<file path="src/rtl/pulse_seq_ctrl_if.sv">
// Descriptor write channel into the pulse sequencer FIFO.
// The master drives the descriptor fields; the slave returns ready when the FIFO has room.
interface pulse_seq_ctrl_if;
  logic        cmd_valid;
  logic        cmd_ready;
  logic [10:0] cmd_width;
  logic [10:0] cmd_num;
  logic [15:0] cmd_gap_us;

  modport master (
    output cmd_valid,
    output cmd_width,
    output cmd_num,
    output cmd_gap_us,
    input  cmd_ready
  );

  modport slave (
    input  cmd_valid,
    input  cmd_width,
    input  cmd_num,
    input  cmd_gap_us,
    output cmd_ready
  );
endinterface

</file>
<file path="src/rtl/pulse_seq_ctrl.sv">
// Sequences queued pulse-train descriptors into the OSERDES pulse generator: load, settle,
// strobe start, wait for done. Includes an optional watchdog on the generator's done pulse.
module pulse_seq_ctrl #(
  parameter int unsigned DEPTH       = 4,
  parameter int unsigned SETTLE_CYC  = 4,
  parameter int unsigned TIMEOUT_CYC = 0
) (
  input  logic                     clk,
  input  logic                     rst,
  pulse_seq_ctrl_if.slave          cmd,
  input  logic                     run_i,
  input  logic                     abort_i,
  input  logic                     clear_err_i,
  output logic [10:0]              pulse_width_o,
  output logic [10:0]              pulse_num_o,
  output logic [15:0]              gap_us_o,
  output logic                     start_o,
  input  logic                     gen_done_i,
  output logic                     busy_o,
  output logic [$clog2(DEPTH):0]   level_o,
  output logic                     cmd_err_o,
  output logic                     seq_done_o,
  output logic                     timeout_err_o
);

  localparam int unsigned AW = $clog2(DEPTH);
  localparam int unsigned LW = AW + 1;

  typedef enum logic [2:0] {StIdle, StLoad, StSettle, StStart, StWait} state_e;

  typedef struct packed {
    logic [10:0] width;
    logic [10:0] num;
    logic [15:0] gap;
  } desc_t;

  desc_t          mem_q [DEPTH];
  logic [AW-1:0]  wr_ptr_q, rd_ptr_q;
  logic [LW-1:0]  level_q, level_d;
  logic           cmd_ready_q;

  state_e         state_q, state_d;
  logic [31:0]    cnt_q, cnt_d;
  logic           aborted_q, aborted_d;

  logic [10:0]    width_q, num_q;
  logic [15:0]    gap_q;
  logic           start_q, busy_q, err_q, seq_done_q, seq_done_d, timeout_q;

  logic cmd_acc, cmd_bad, push, pop, flush, timeout_hit;

  assign cmd_acc = cmd.cmd_valid & cmd_ready_q;
  assign cmd_bad = (cmd.cmd_num == 11'd0) | (cmd.cmd_gap_us == 16'd0);
  assign timeout_hit = (TIMEOUT_CYC != 0) && (state_q == StWait) && !gen_done_i &&
                       (cnt_q == TIMEOUT_CYC - 32'd1);
  assign flush = abort_i | timeout_hit;
  // A write landing in a flush cycle is discarded along with the queue.
  assign push  = cmd_acc & ~cmd_bad & ~flush;
  assign pop   = (state_q == StLoad) & (level_q != '0);

  always_comb begin
    level_d = level_q;
    if (flush) begin
      level_d = '0;
    end else if (push && !pop) begin
      level_d = level_q + LW'(1);
    end else if (!push && pop) begin
      level_d = level_q - LW'(1);
    end
  end

  always_comb begin
    state_d    = state_q;
    seq_done_d = 1'b0;
    case (state_q)
      StIdle: begin
        if (run_i && level_q != '0 && !abort_i) state_d = StLoad;
      end
      StLoad: begin
        state_d = abort_i ? StIdle : StSettle;
      end
      StSettle: begin
        // Settling spans these cycles plus the START cycle, SETTLE_CYC in total.
        if (abort_i) begin
          state_d = StIdle;
        end else if (cnt_q == SETTLE_CYC - 32'd2) begin
          state_d = StStart;
        end
      end
      StStart: begin
        state_d = abort_i ? StIdle : StWait;
      end
      StWait: begin
        if (gen_done_i) begin
          if (aborted_q || abort_i) begin
            state_d = StIdle;
          end else if (run_i && level_q != '0) begin
            state_d = StLoad;
          end else begin
            state_d    = StIdle;
            seq_done_d = (level_q == '0);
          end
        end else if (timeout_hit) begin
          state_d = StIdle;
        end
      end
      default: state_d = StIdle;
    endcase
  end

  assign cnt_d     = (state_d == state_q) ? cnt_q + 32'd1 : 32'd0;
  assign aborted_d = (state_d == StWait) & (aborted_q | abort_i);

  always_ff @(posedge clk) begin
    if (push) mem_q[wr_ptr_q] <= {cmd.cmd_width, cmd.cmd_num, cmd.cmd_gap_us};
  end

  always_ff @(posedge clk) begin
    if (rst) begin
      state_q     <= StIdle;
      cnt_q       <= '0;
      aborted_q   <= 1'b0;
      wr_ptr_q    <= '0;
      rd_ptr_q    <= '0;
      level_q     <= '0;
      cmd_ready_q <= 1'b1;
      width_q     <= '0;
      num_q       <= '0;
      gap_q       <= '0;
      start_q     <= 1'b0;
      busy_q      <= 1'b0;
      err_q       <= 1'b0;
      seq_done_q  <= 1'b0;
      timeout_q   <= 1'b0;
    end else begin
      state_q     <= state_d;
      cnt_q       <= cnt_d;
      aborted_q   <= aborted_d;
      level_q     <= level_d;
      cmd_ready_q <= (level_d != LW'(DEPTH));
      if (push) wr_ptr_q <= wr_ptr_q + AW'(1);
      if (flush) begin
        rd_ptr_q <= wr_ptr_q;
      end else if (pop) begin
        rd_ptr_q <= rd_ptr_q + AW'(1);
      end
      if (pop) begin
        width_q <= mem_q[rd_ptr_q].width;
        num_q   <= mem_q[rd_ptr_q].num;
        gap_q   <= mem_q[rd_ptr_q].gap;
      end
      // Start is registered out of START so an abort seen in START still suppresses it.
      start_q    <= (state_q == StStart) & ~abort_i;
      busy_q     <= (state_d != StIdle);
      err_q      <= cmd_acc & cmd_bad;
      seq_done_q <= seq_done_d;
      if (timeout_hit) begin
        timeout_q <= 1'b1;
      end else if (clear_err_i) begin
        timeout_q <= 1'b0;
      end
    end
  end

  assign cmd.cmd_ready  = cmd_ready_q;
  assign level_o        = level_q;
  assign pulse_width_o  = width_q;
  assign pulse_num_o    = num_q;
  assign gap_us_o       = gap_q;
  assign start_o        = start_q;
  assign busy_o         = busy_q;
  assign cmd_err_o      = err_q;
  assign seq_done_o     = seq_done_q;
  assign timeout_err_o  = timeout_q;

endmodule

</file>
<file path="src/flat_wrapper.sv">
// flat-port wrapper written by rule: the top's interface ports become plain ports
module pulse_seq_ctrl_flat 
#(
  parameter int unsigned DEPTH       = 4,
  parameter int unsigned SETTLE_CYC  = 4,
  parameter int unsigned TIMEOUT_CYC = 0
)
  (clk, rst, run_i, abort_i, clear_err_i, pulse_width_o, pulse_num_o, gap_us_o, start_o, gen_done_i, busy_o, level_o, cmd_err_o, seq_done_o, timeout_err_o, cmd_cmd_valid, cmd_cmd_width, cmd_cmd_num, cmd_cmd_gap_us, cmd_cmd_ready);
  pulse_seq_ctrl_if cmd_i ();
  input  logic clk;
  input  logic rst;
  input  logic run_i;
  input  logic abort_i;
  input  logic clear_err_i;
  output logic [10:0] pulse_width_o;
  output logic [10:0] pulse_num_o;
  output logic [15:0] gap_us_o;
  output logic start_o;
  input  logic gen_done_i;
  output logic busy_o;
  output logic [$clog2(DEPTH):0] level_o;
  output logic cmd_err_o;
  output logic seq_done_o;
  output logic timeout_err_o;
  input wire logic [$bits(cmd_i.cmd_valid)-1:0] cmd_cmd_valid;
  input wire logic [$bits(cmd_i.cmd_width)-1:0] cmd_cmd_width;
  input wire logic [$bits(cmd_i.cmd_num)-1:0] cmd_cmd_num;
  input wire logic [$bits(cmd_i.cmd_gap_us)-1:0] cmd_cmd_gap_us;
  output wire logic [$bits(cmd_i.cmd_ready)-1:0] cmd_cmd_ready;
  assign cmd_i.cmd_valid = cmd_cmd_valid;
  assign cmd_i.cmd_width = cmd_cmd_width;
  assign cmd_i.cmd_num = cmd_cmd_num;
  assign cmd_i.cmd_gap_us = cmd_cmd_gap_us;
  assign cmd_cmd_ready = cmd_i.cmd_ready;
  pulse_seq_ctrl #(.DEPTH(DEPTH), .SETTLE_CYC(SETTLE_CYC), .TIMEOUT_CYC(TIMEOUT_CYC)) u_core (.clk(clk), .rst(rst), .cmd(cmd_i), .run_i(run_i), .abort_i(abort_i), .clear_err_i(clear_err_i), .pulse_width_o(pulse_width_o), .pulse_num_o(pulse_num_o), .gap_us_o(gap_us_o), .start_o(start_o), .gen_done_i(gen_done_i), .busy_o(busy_o), .level_o(level_o), .cmd_err_o(cmd_err_o), .seq_done_o(seq_done_o), .timeout_err_o(timeout_err_o));
endmodule
</file>
<file path="config.mk">
export PLATFORM = sky130hd
export DESIGN_NAME = pulse_seq_ctrl_flat
export DESIGN_NICKNAME = d
export VERILOG_FILES = /design/src/rtl/pulse_seq_ctrl_if.sv /design/src/rtl/pulse_seq_ctrl.sv /design/src/flat_wrapper.sv
export SDC_FILE = /design/constraint.sdc
export NUM_CORES = 1
export LEC_CHECK = 0
export ABC_AREA = 1
export BUFFER_PORTS_ARGS = -buffer_cell sky130_fd_sc_hd__buf_2
export CAP_MARGIN = 25
export CELL_PAD_IN_SITES_DETAIL_PLACEMENT = 0
export CELL_PAD_IN_SITES_GLOBAL_PLACEMENT = 1
export CORE_MARGIN = 4
export CORE_UTILIZATION = 47
export DETAILED_ROUTE_END_ITERATION = 10
export GPL_ROUTABILITY_DRIVEN = 0
export PLACE_DENSITY = 0.83
export SLEW_MARGIN = 40
export SYNTH_ARGS = -nofsm -noshare
export SYNTH_HDL_FRONTEND = slang
export SYNTH_SLANG_ARGS = --single-unit
</file>
<file path="constraint.sdc">
create_clock -name clk -period 3.9 [get_ports clk]
set_clock_uncertainty 0.1 [all_clocks]
set_input_delay 0 -clock clk [delete_from_list [all_inputs] [get_ports clk]]
set_output_delay 0 -clock clk [all_outputs]
set_load 0.005 [all_outputs]
</file>
==> results.toml <==
[sta]
hold_viol = 0
max_freq_mhz = 422
rsz0062_at_grt = "no"
setup_slack_ns = 1.53
setup_viol = 0
fin_setup_tns_ns = 0
fin_crit_ns = 2.37
finalCritPeriodShare_pct = 60.8
worst_slew_pin_slew_ns = 0.712
hold_slack_ns = 0.128
drv_slew = 0
max_slew_margin_pct = 52.4

[place]
dpl.hpwl_um = 12000
portBuffers = 89
dp_slack_ns = 1.52

[cts]
numCtsBuffers = 25
h-tree-depth = 1
clock_sinks = 238
insertion_delay_ns = 0.52
clk_pin_slew_worst_paths_ns = 0.06
cts_tree = "yes"
postCtsSetupBuffers = 0
root_buffer = "clkbuf_16"
clockBufferDepth = 3

[power_and_ir_drop]
p_per_area_nw_per_um2 = 459
peakVddDrop_v = 0.000350
power.leakage_nw = 4.36

[drt]
routed_wl_um = 20600
drc = 0
wl_per_cell_um = 15.4
drt_iter0_markers = 389
ant_nets = 0
avgViaCountPerCell = 5.02
vias = 6717
drt_first_pass_iters = 5

[grt]
grt_pass1_vias = 6459
grt_max_degree = 78
antenna_found_initial = 0
grt_overflow_total = 0
grtUsageTotal_pct = 17.9
grt_pass1_wl_um = 32600

[logic_synthesis]
ys_ff_latch = 238
synthesis.instances = 919
syn_area_per_cell_sq_um = 10.5
synth_area_sq_um = 9680
synthesis.nets = 973
yosys_warnings = 0
yosysSeqAreaShare_pct = 65.0
synth.distinct_cells = 42

[cells_and_area]
drive_gt1_share_pct = 18.6
final_common_cell = "nor2_1"
final_cell_mix = "nor2_1 (205), edfxtp_1 (152), o21ai_0 (117)"
area_growth_syn_to_layout_pct = 20.4
utilization_pct = 57.6
insertedDiodeCount = 0
num-fill-cells = 1716
nets = 1103

[worst_setup_path]
worstPathRequired_ns = 3.95
crit_type = "in -> reg"
path_max_fanout = 38
critPathArrivalTime_ns = 2.42
start_kind = "primary input"
crit_path_end_kind = "register"

[die]
core_area_sq_um = 20200
io_pins = 92
die_h_um = 151
rows = 52
start_util_pct = 47.8
die_x_um = 151
design.die.area_sq_um = 22900

[status]
status = "completed"

[hold_path]
hold_class = "in -> reg"

[flow_run]
cap_violations = 0
-- critical path: stages --
cell,delay (ns)
dlygate4sd3_1,0.51
buf_2,0.15
inv_1,0.05
nand2_1,0.09
nor2_1,0.07
nand2_1,0.22
nand3_1,0.54
nor2_4,0.22
buf_4,0.53
-- synthesized netlist by cell type, drive strengths merged --
master	count	area, sq um
nor2	247	1040
edfxtp	152	4560
o21ai	118	591
dfxtp	86	1720
nand2	66	265
inv	60	225
a31oi	38	238
clkbuf	28	105
nand3	22	133
xor2	19	166
buf	16	97.6
nand4	14	109
nor3	13	75.1
xnor2	12	105
ha	9	113
a21oi	5	28.8
nor4	3	25.0
nand3b	2	15.0
or2	2	12.5
a211oi	1	7.51
and2	1	6.26
and3	1	6.26
conb	1	3.75
nor3b	1	7.51
o2111ai	1	8.76
o221ai	1	8.76
-- what timing repair did --
action / CTS / global route
hold buffers: 47 / 0
gates resized for setup: 0 / 0
endpoints found under the hold margin: 166 / 0
-- kinds of logic after synthesis --
family / Yosys count / synth area share, %
AND/OR/NAND/NOR: 372 / 17.5
flip-flops: 238 / 65.0
AO/OA/AOI/OAI: 164 / 9.12
buffers and inverters: 104 / 4.42
XOR/XNOR: 31 / 2.81
adder cells (fa/ha/maj): 9 / 1.16
other: 1 / 0.0388
-- path summary, 6_finish.rpt --
| check | start | to | slack (ns) | depth (start not counted) |
|---|---|---|---|---|
| worst min register to register | u_core.cnt_q[0] | u_core.cnt_q[0] | 0.41 | 1 |
| worst min-delay path | cmd_cmd_width[2] | u_core.mem_q[0][29] | 0.13 | 2 |
| worst max-delay path | cmd_cmd_num[10] | u_core.mem_q[1][37] | 1.53 | 9 |
| worst max register to register | u_core.cmd.cmd_ready | u_core.mem_q[1][37] | 1.62 | 5 |
-- per-stage QoR --
step / area (sq um) / power, W / instances
global placement: 10400 / 0.00307 / 1245
floorplan: 9680 / 0.00298 / 919
global route: 11700 / 0.00555 / 1338
finish: 11700 / 0.00535 / 1338
CTS: 11600 / 0.00540 / 1338
detailed placement: 10400 / 0.00308 / 1245
-- per-layer routing --
metal / global-route usage [%] / wire, um
met1: 23.5 / 9310
met5: 0 / 0
met4: 4.13 / 259
met2: 31.9 / 10100
met3: 2.38 / 904
-- where the power goes --
group | internal, W | switching, W
Combinational | 0.000109 | 0.000200
Clock | 0.00135 | 0.000941
Sequential | 0.00273 | 0.0000177
Total | 0.00419 | 0.00116
-- cell type report --
type | count | area [sq um] | area share [%]
clock inverter | 8 | 82.6 | 0.709
tap | 270 | 338 | 2.90
inverter | 60 | 226 | 1.94
sequential | 238 | 6290 | 54.0
multi-input combinational | 577 | 2990 | 25.7
timing repair buffer | 147 | 1000 | 8.60
clock buffer | 38 | 724 | 6.22
-- registers in the layout, summed over array words and instances, names as in the netlist --
signal                count
u_core.aborted_q          1
u_core.busy_o             1
u_core.cmd.cmd_ready      1
u_core.cmd_err_o          1
u_core.cnt_q             32
u_core.gap_us_o          16
u_core.level_o            3
u_core.mem_q            152
u_core.pulse_num_o       11
u_core.pulse_width_o     11
u_core.rd_ptr_q           2
u_core.seq_done_o         1
u_core.start_o            1
u_core.state_q            3
u_core.wr_ptr_q           2
(Power assumes the default switching activity.)
